## src/rtl/inst_prefetch_pkg.sv

```systemverilog
// rtl/inst_prefetch_pkg.sv - shared bus widths and fetch constants for the instruction prefetcher
package inst_prefetch_pkg;
    localparam int INST_ADDR_BUS_W = 32;
    localparam int INST_BUS_W      = 32;
    localparam int PC_STEP         = 4;
endpackage

```

## src/rtl/inst_prefetch_if.sv

```systemverilog
// rtl/inst_prefetch_if.sv - ROM read port and consumer handshake of the instruction prefetcher
interface inst_prefetch_if
    import inst_prefetch_pkg::*;
#(
    parameter int ADDR_W = INST_ADDR_BUS_W,
    parameter int INST_W = INST_BUS_W
);
    logic              ce_o;
    logic [ADDR_W-1:0] rom_addr_o;
    logic [INST_W-1:0] rom_data_i;
    logic [INST_W-1:0] inst_o;
    logic [ADDR_W-1:0] pc_o;
    logic              valid_o;
    logic              ready_i;

    modport master (
        output ce_o, rom_addr_o, inst_o, pc_o, valid_o,
        input  rom_data_i, ready_i
    );

    modport slave (
        input  ce_o, rom_addr_o, inst_o, pc_o, valid_o,
        output rom_data_i, ready_i
    );
endinterface

```

## src/rtl/inst_prefetch_fetch_fifo.sv

```systemverilog
// rtl/inst_prefetch_fetch_fifo.sv - circular queue of {pc, inst} pairs with flush
module fetch_fifo #(
    parameter int WIDTH = 64,
    parameter int DEPTH = 4
) (
    input  logic                   clk,
    input  logic                   rst,
    input  logic                   flush,
    input  logic                   push,
    input  logic                   pop,
    input  logic [WIDTH-1:0]       wdata,
    output logic [WIDTH-1:0]       rdata,
    output logic [$clog2(DEPTH):0] count
);
    localparam int PTR_W = $clog2(DEPTH);
    localparam int CNT_W = PTR_W + 1;

    logic [WIDTH-1:0] mem_q [DEPTH];
    logic [PTR_W-1:0] head_q, head_d;
    logic [PTR_W-1:0] tail_q, tail_d;
    logic [CNT_W-1:0] count_q, count_d;

    // Flush only moves pointers; stale storage is unreachable once count is 0.
    always_comb begin
        head_d  = head_q;
        tail_d  = tail_q;
        count_d = count_q;
        if (flush) begin
            head_d  = '0;
            tail_d  = '0;
            count_d = '0;
        end else begin
            if (push) tail_d = tail_q + PTR_W'(1);
            if (pop)  head_d = head_q + PTR_W'(1);
            count_d = count_q + CNT_W'(push) - CNT_W'(pop);
        end
    end

    always_ff @(posedge clk) begin
        if (rst) begin
            head_q  <= '0;
            tail_q  <= '0;
            count_q <= '0;
        end else begin
            head_q  <= head_d;
            tail_q  <= tail_d;
            count_q <= count_d;
        end
    end

    always_ff @(posedge clk) begin
        if (push && !flush) mem_q[tail_q] <= wdata;
    end

    assign rdata = mem_q[head_q];
    assign count = count_q;
endmodule

```

## src/rtl/inst_prefetch.sv

```systemverilog
// rtl/inst_prefetch.sv - sequential instruction fetcher feeding a small prefetch queue
module inst_prefetch
    import inst_prefetch_pkg::*;
#(
    parameter int                ADDR_W   = INST_ADDR_BUS_W,
    parameter int                INST_W   = INST_BUS_W,
    parameter int                DEPTH    = 4,
    parameter logic [ADDR_W-1:0] RESET_PC = '0
) (
    input  logic              clk,
    input  logic              rst,
    input  logic              redirect_i,
    input  logic [ADDR_W-1:0] redirect_pc_i,
    inst_prefetch_if.master   bus
);
    localparam int CNT_W = $clog2(DEPTH) + 1;
    localparam logic [ADDR_W-1:0] WORD_MASK = ~ADDR_W'(3);

    logic [ADDR_W-1:0]        fetch_pc_q, fetch_pc_d;
    logic                     ce_q, ce_d;
    logic [CNT_W-1:0]         count;
    logic                     push, pop, full;
    logic [ADDR_W+INST_W-1:0] head_entry;

    // A full queue blocks the fetch even when the head leaves this cycle.
    assign full = (count == CNT_W'(DEPTH));
    assign push = ce_q & ~redirect_i & ~full;
    assign pop  = bus.valid_o & bus.ready_i & ~redirect_i;

    always_comb begin
        fetch_pc_d = fetch_pc_q;
        ce_d       = 1'b1;
        if (redirect_i)
            fetch_pc_d = redirect_pc_i & WORD_MASK;
        else if (push)
            fetch_pc_d = fetch_pc_q + ADDR_W'(PC_STEP);
    end

    always_ff @(posedge clk) begin
        if (rst) begin
            fetch_pc_q <= RESET_PC & WORD_MASK;
            ce_q       <= 1'b0;
        end else begin
            fetch_pc_q <= fetch_pc_d;
            ce_q       <= ce_d;
        end
    end

    fetch_fifo #(
        .WIDTH (ADDR_W + INST_W),
        .DEPTH (DEPTH)
    ) u_fetch_fifo (
        .clk   (clk),
        .rst   (rst),
        .flush (redirect_i),
        .push  (push),
        .pop   (pop),
        .wdata ({fetch_pc_q, bus.rom_data_i}),
        .rdata (head_entry),
        .count (count)
    );

    assign bus.ce_o       = ce_q;
    assign bus.rom_addr_o = fetch_pc_q;
    assign bus.valid_o    = (count != '0);
    assign bus.pc_o       = head_entry[ADDR_W+INST_W-1:INST_W];
    assign bus.inst_o     = head_entry[INST_W-1:0];
endmodule

```

## src/flat_wrapper.sv

```systemverilog
// flat-port wrapper written by rule: the top's interface ports become plain ports
module inst_prefetch_flat import inst_prefetch_pkg::*;
#(
    parameter int                ADDR_W   = INST_ADDR_BUS_W,
    parameter int                INST_W   = INST_BUS_W,
    parameter int                DEPTH    = 4,
    parameter logic [ADDR_W-1:0] RESET_PC = '0
)
  (clk, rst, redirect_i, redirect_pc_i, bus_ce_o, bus_rom_addr_o, bus_inst_o, bus_pc_o, bus_valid_o, bus_rom_data_i, bus_ready_i);
  inst_prefetch_if #(.ADDR_W(ADDR_W), .INST_W(INST_W)) bus_i ();
  input  logic clk;
  input  logic rst;
  input  logic redirect_i;
  input  logic [ADDR_W-1:0] redirect_pc_i;
  output wire logic [$bits(bus_i.ce_o)-1:0] bus_ce_o;
  output wire logic [$bits(bus_i.rom_addr_o)-1:0] bus_rom_addr_o;
  output wire logic [$bits(bus_i.inst_o)-1:0] bus_inst_o;
  output wire logic [$bits(bus_i.pc_o)-1:0] bus_pc_o;
  output wire logic [$bits(bus_i.valid_o)-1:0] bus_valid_o;
  input wire logic [$bits(bus_i.rom_data_i)-1:0] bus_rom_data_i;
  input wire logic [$bits(bus_i.ready_i)-1:0] bus_ready_i;
  assign bus_ce_o = bus_i.ce_o;
  assign bus_rom_addr_o = bus_i.rom_addr_o;
  assign bus_inst_o = bus_i.inst_o;
  assign bus_pc_o = bus_i.pc_o;
  assign bus_valid_o = bus_i.valid_o;
  assign bus_i.rom_data_i = bus_rom_data_i;
  assign bus_i.ready_i = bus_ready_i;
  inst_prefetch #(.ADDR_W(ADDR_W), .INST_W(INST_W), .DEPTH(DEPTH), .RESET_PC(RESET_PC)) u_core (.clk(clk), .rst(rst), .redirect_i(redirect_i), .redirect_pc_i(redirect_pc_i), .bus(bus_i));
endmodule
```

## config.mk

```make
export PLATFORM = sky130hd
export DESIGN_NAME = inst_prefetch_flat
export DESIGN_NICKNAME = d
export VERILOG_FILES = /design/src/rtl/inst_prefetch_pkg.sv /design/src/rtl/inst_prefetch_if.sv /design/src/rtl/inst_prefetch_fetch_fifo.sv /design/src/rtl/inst_prefetch.sv /design/src/flat_wrapper.sv
export SDC_FILE = /design/constraint.sdc
export NUM_CORES = 1
export LEC_CHECK = 0
export CAP_MARGIN = 10
export CORE_AREA = 3 3 148 150
export CTS_CLUSTER_SIZE = 30
export DETAILED_ROUTE_END_ITERATION = 6
export DIE_AREA = 0 0 151 153
export GPL_ROUTABILITY_DRIVEN = 1
export HOLD_SLACK_MARGIN = 0.08
export MAX_ROUTING_LAYER = met4
export PLACE_DENSITY = 0.78
export RECOVER_POWER = 100
export SYNTH_ARGS = -nofsm -noshare
export SYNTH_HDL_FRONTEND = slang
export SYNTH_SLANG_ARGS = --single-unit
```

## constraint.sdc

```tcl
create_clock -name clk -period 3.67 [get_ports clk]
set_clock_uncertainty 0.1 [all_clocks]
set_input_delay 0.9175 -clock clk [delete_from_list [all_inputs] [get_ports clk]]
set_output_delay 0.9175 -clock clk [all_outputs]
set_load 0.1 [all_outputs]
```

After elaboration in Yosys (flattened, before gate mapping):

Memory sizes are Yosys's and may differ from the RTL's. A register that Yosys moved wholly into a read port is not among the register bits.
Index checks and enable logic that the tools add are counted.

* bits in registers: 40
* memory bits (writable): 256
* input bits: 68
* memories: 1

Memories
* u_core.u_fetch_fifo.mem_q: depth 4, width 64, rd ports 1, clocked after memory_dff 1, write ports 1, RTL line inst_prefetch_fetch_fifo.sv:18 `logic [WIDTH-1:0] mem_q [DEPTH];`

* $add $sub $neg: 5
* eq/ne operators: 1
* mux-type cells: 7
* bitwise operators: 6
* reductions and logical operators: 5

Operators with widths (count)
* 2-to-1 mux 32 bit: 2
* adder 32 x 3 -> 32 bit, second input constant: 1
* adder 2 x 1 -> 2 bit, second input constant: 2
* bitwise AND 1 bit: 4
* 2-to-1 mux 2 bit: 2
* adder 3 x 1 -> 3 bit: 1
* equality test 3 bit, second input constant: 1
* 2-to-1 mux 1 bit: 3
* nonzero test 3 bit: 1
* subtractor 3 x 1 -> 3 bit: 1
* NOT 1 bit: 2
* nonzero test 2 bit: 1
* OR reduction 2 bit: 1
* logical AND 1 bit: 1
* logical NOT 1 bit: 1

Longest topological paths before layout:

* word-level depth: 6
* gate-level depth with buffers: 12

Modules after synthesis:

From an unflattened synthesis, not the netlist that was laid out.

* cell total of the unflattened synthesis: 615
* area total of the unflattened synthesis: 11680.0 µm²

Modules (own cells, without submodules)
* fetch_fifo: times used 1, cells each 379, area an instance 9756.9 µm², seq. area each 7867.5 µm²
* inst_prefetch: times used 1, cells each 236, area an instance 1923.1 µm², seq. area each 620.6 µm²

Least setup slack after synthesis:

Ideal clock, no wire load.

* path kind: register to register
* start: reg u_core.ce_q (netlist: u_core.bus.ce_o)
* end: mem u_core.u_fetch_fifo.mem_q[0][0], enable pin
* library setup time: 427 ps
* arrival time: 3097 ps
* data required time: 3143 ps
* setup slack: 46 ps
* cell stages (with the launch flop): 5
* buffers on the path: 1
* clock period less this slack: 3624 ps
* cell sequence: dfxtp_1 buf_2 nand2_1 nor2_1 and2_1

* longest elaborated chain between the ends: 5

RTL lines
* from (decl): RTL line inst_prefetch.sv:20 `logic ce_q, ce_d;`
* from (signal assigned): RTL line inst_prefetch.sv:42 `ce_q <= 1'b0;`
* from (signal assigned): RTL line inst_prefetch.sv:45 `ce_q <= ce_d;`
* bitwise AND 1 bit (2 in a row): RTL line inst_prefetch.sv:27 `assign push = ce_q & ~redirect_i & ~full;`
* logical AND 1 bit: RTL line inst_prefetch_fetch_fifo.sv:52 `if (push && !flush) mem_q[tail_q] <= wdata;`
* 2-to-1 mux 1 bit: RTL line inst_prefetch_fetch_fifo.sv:52
* 2-to-1 mux 1 bit (implied by the code): RTL line inst_prefetch_fetch_fifo.sv:52
* to (decl): RTL line inst_prefetch_fetch_fifo.sv:18

Every way passes these cells.

==> reports/qor.csv <==
metric,value,unit
hold_violations,0,
grtUsageTotal,20.49,%
p_clk_share,40.1,%
postRouteAntennaNets,0,
grt_overflow_total,0,
syn_to_final_growth,22.99,%
cts_tree,done,
combPwrFrac,11.0,%
maxSlewViolCount,0,
dp_slack,354.0,ps
wl,22700,µm
p_sw,0.001850,W
slowest_stage,dfxtp_4,
r2r-end,u_core.u_fetch_fifo.mem_q[3][18]$_DFFE_PP_,
grt_pass1_vias,6282,
r2r_slack,350,ps
netSwitchingFraction,24.39,%
syn-cell-area,11070,µm²
clock_sinks,288,
wl_per_cell,21.54,µm
ys_warn_count,0,
rows,53,
clk_latency,530,ps
clkTransAtPathRegs,60,ps
fp.dieW,151,µm
slowest_delay,710,ps
timing.final.crit_share,95.70,%
holdCritStartpoint,u_core.u_fetch_fifo.tail_q[1]$_SDFFE_PP0P_,
relSlewSlack,11.34,%
p_leak,4.537,nW
htreeDepth,1,
port_buffers,159,
hp-class,register to register,
cts_made_buffers,28,
status,"complete, no violations",
min_to,u_core.u_fetch_fifo.tail_q[1]$_SDFFE_PP0P_,
ioPinCount,166,
fmax,284.7,MHz
rr_worst_depth,5,
synth_area_per_cell,18.92,µm²
end_kind,primary output,
synth-seq-area-share,74.51,%
worst_slack,157.7,ps
die_h,153,µm
worst_ep_required_time,2650,ps
post-route-util,65.38,%
synthTopCellsByArea,"edfxtp_1 (67%), mux4_2 (13%), dfxtp_1 (7.2%), xor2_1 (1.7%), nor2_1 (0.92%)",
p_int,0.005736,W
clock-root-buffer,clkbuf_16,
setup_tns,0,ps
worst_slew_pin_slew,1330,ps
reg2reg_from,u_core.u_fetch_fifo.count[1]$_SDFF_PP0_,
initial_core_util,53.16,%
hold_depth,2,
cts_resized,0,
synth_top_area_share,67.28,%
peakVddDrop,0.4245,mV
grt_pass1_wl,35590,µm
drv_cap,0,
syn_inst,585,
final_layout_size_suffix_gt1_share,24.01,%
synth-edff-count,248,
dp_hpwl,14520,µm
antenna_found_initial,0,
async_flop_share,0,%
worstPathArrival,2490,ps
yosys.area.top_type,edfxtp_1,
dp.cells,1002,
ys_ff_latch,288,
drt_pre_antenna_iters,4,
ys_types,40,
gp_congestion,0.8621,
powerDensity,557.2,nW/µm²
drtIter0Drc,439,
coreArea,20820,µm²
vias,5991,
synth_ff_type,edfxtp_1,
n_antenna_cell,0,
crit_fanout,33,
dieArea,23100,µm²
fin_hold_ws,408.6,ps
min_period,3512,ps
fin_cells,1054,
clock_path_buffers,3,
rsz0062_at_grt,false,
cts_setup_buffers,0,
cts_hold_buffers,0,
drt-vias-per-instance,5.684,
pwr-share-seq,48.9,%
drc,0,
path_cells,clkbuf_4 > mux4_2 > buf_4,
worstSetupPathType,register to primary output,
cp-start-kind,register,
grt_max_degree,55,
setup_viol,0,
finish.net_count,833,
synthesized netlist by cell type, types with 2 or more instances:
library cell  instances
nor2_1               27
xnor2_1              11
and4_1                2
a211oi_1             12
ha_1                  7
o21a_1                2
inv_1                 9
or3_1                 2
xor2_1               21
and2_1               10
edfxtp_1            248
mux4_2               62
a31oi_1               2
clkinv_1              2
a311oi_1              2
nand2_1              20
o21ai_0               7
o22ai_1               3
buf_4                 5
mux2i_1               2
buf_2                10
a21oi_1              13
clkbuf_1             16
dfxtp_1              40
nand3_1              19
nand4_1              10
and3_1                8
worst max path at each step:
stage	startpoint	to	slack [ps]
2_1_floorplan	u_core.bus.ce_o$_DFF_P_	u_core.u_fetch_fifo.mem_q[0][0]$_DFFE_PP_	50
4_1_cts	register	bus_pc_o[9]	200
6_report	register	bus_inst_o[28]	160
3_5_place_dp	redirect_i	u_core.u_fetch_fifo.count[2]$_SDFF_PP0_	350
5_1_grt	register	bus_inst_o[30]	70
3_3_place_gp	redirect_i	u_core.u_fetch_fifo.count[2]$_SDFF_PP0_	450
per-stage QoR:
| stage | area (µm²) | power [W] |
|---|---|---|
| finish | 13610 | 0.007586 |
| global route | 13610 | 0.007815 |
| CTS | 13820 | 0.007685 |
| detailed placement | 12810 | 0.004660 |
| global placement | 12810 | 0.004637 |
| floorplan | 11080 | 0.004394 |
power by group through the flow:
stage	clock [W]	combinational, W	sequential [W]
finish	0.00304	0.000834	0.00371
global route	0.00323	0.000865	0.00372
CTS	0.00309	0.000879	0.00371
detailed placement	0	0.000876	0.00378
global placement	0	0.000864	0.00377
floorplan	0	0.000469	0.00392
critical path: cells and delay by family, from the launching register on:
family	cells	cell delay [ps]
multiplexers	1	420
buffers and inverters	2	830
flip-flops	1	710
layer usage:
layer / routed length [µm] / GRT usage (%) / up-vias
li1: - / - / 2664
met1: 9235 / 27.99 / 3059
met2: 11490 / 33.07 / 238
met3: 1607 / 3.736 / 30
met4: 365 / 3.972 / 0
met5: 0 / - / -
cells by family after synthesis:
kind of cell,synth area share [%]
mux,12.80
xor+xnor,2.532
buf+inv,1.842
flops,74.51
other cells,0.03388
fa+ha+maj,0.9721
compound gates,2.295
simple gates,5.019
area by class of cell:
type | count | area, µm²
fill | 1452 | 7208
clock buffer | 45 | 875.8
clock inverter | 7 | 137.6
sequential | 288 | 8255
inverter | 11 | 41.29
tap | 275 | 344.1
multi-input combinational | 256 | 2629
timing repair buffer | 172 | 1331
cells in the final DEF (no fill, tap or decap), drive strengths merged, types with 3 or more instances in the layout:
master	synthesis	layout
edfxtp	248	248
clkbuf	16	115
mux4	62	62
dfxtp	40	40
buf	17	37
dlygate4sd3	0	34
clkdlybuf4s50	0	31
nor2	27	27
xor2	21	21
nand2	21	21
nand3	19	19
a21oi	13	13
a211oi	12	12
xnor2	11	11
nand4	11	11
and2	11	11
inv	9	9
and3	8	8
o21ai	7	7
ha	7	7
conb	1	4
bufinv	0	4
clkinv	2	4
o22ai	3	3
and4	3	3
state kept, by name, summed over array words and instances, names as in the netlist, named ones only:
signal,cells
u_core.u_fetch_fifo.count,3
u_core.bus.rom_addr_o,30
u_core.u_fetch_fifo.tail_q,2
u_core.u_fetch_fifo.head_q,2
u_core.u_fetch_fifo.mem_q,248
u_core.bus.ce_o,1
(Power assumes the default switching activity.)
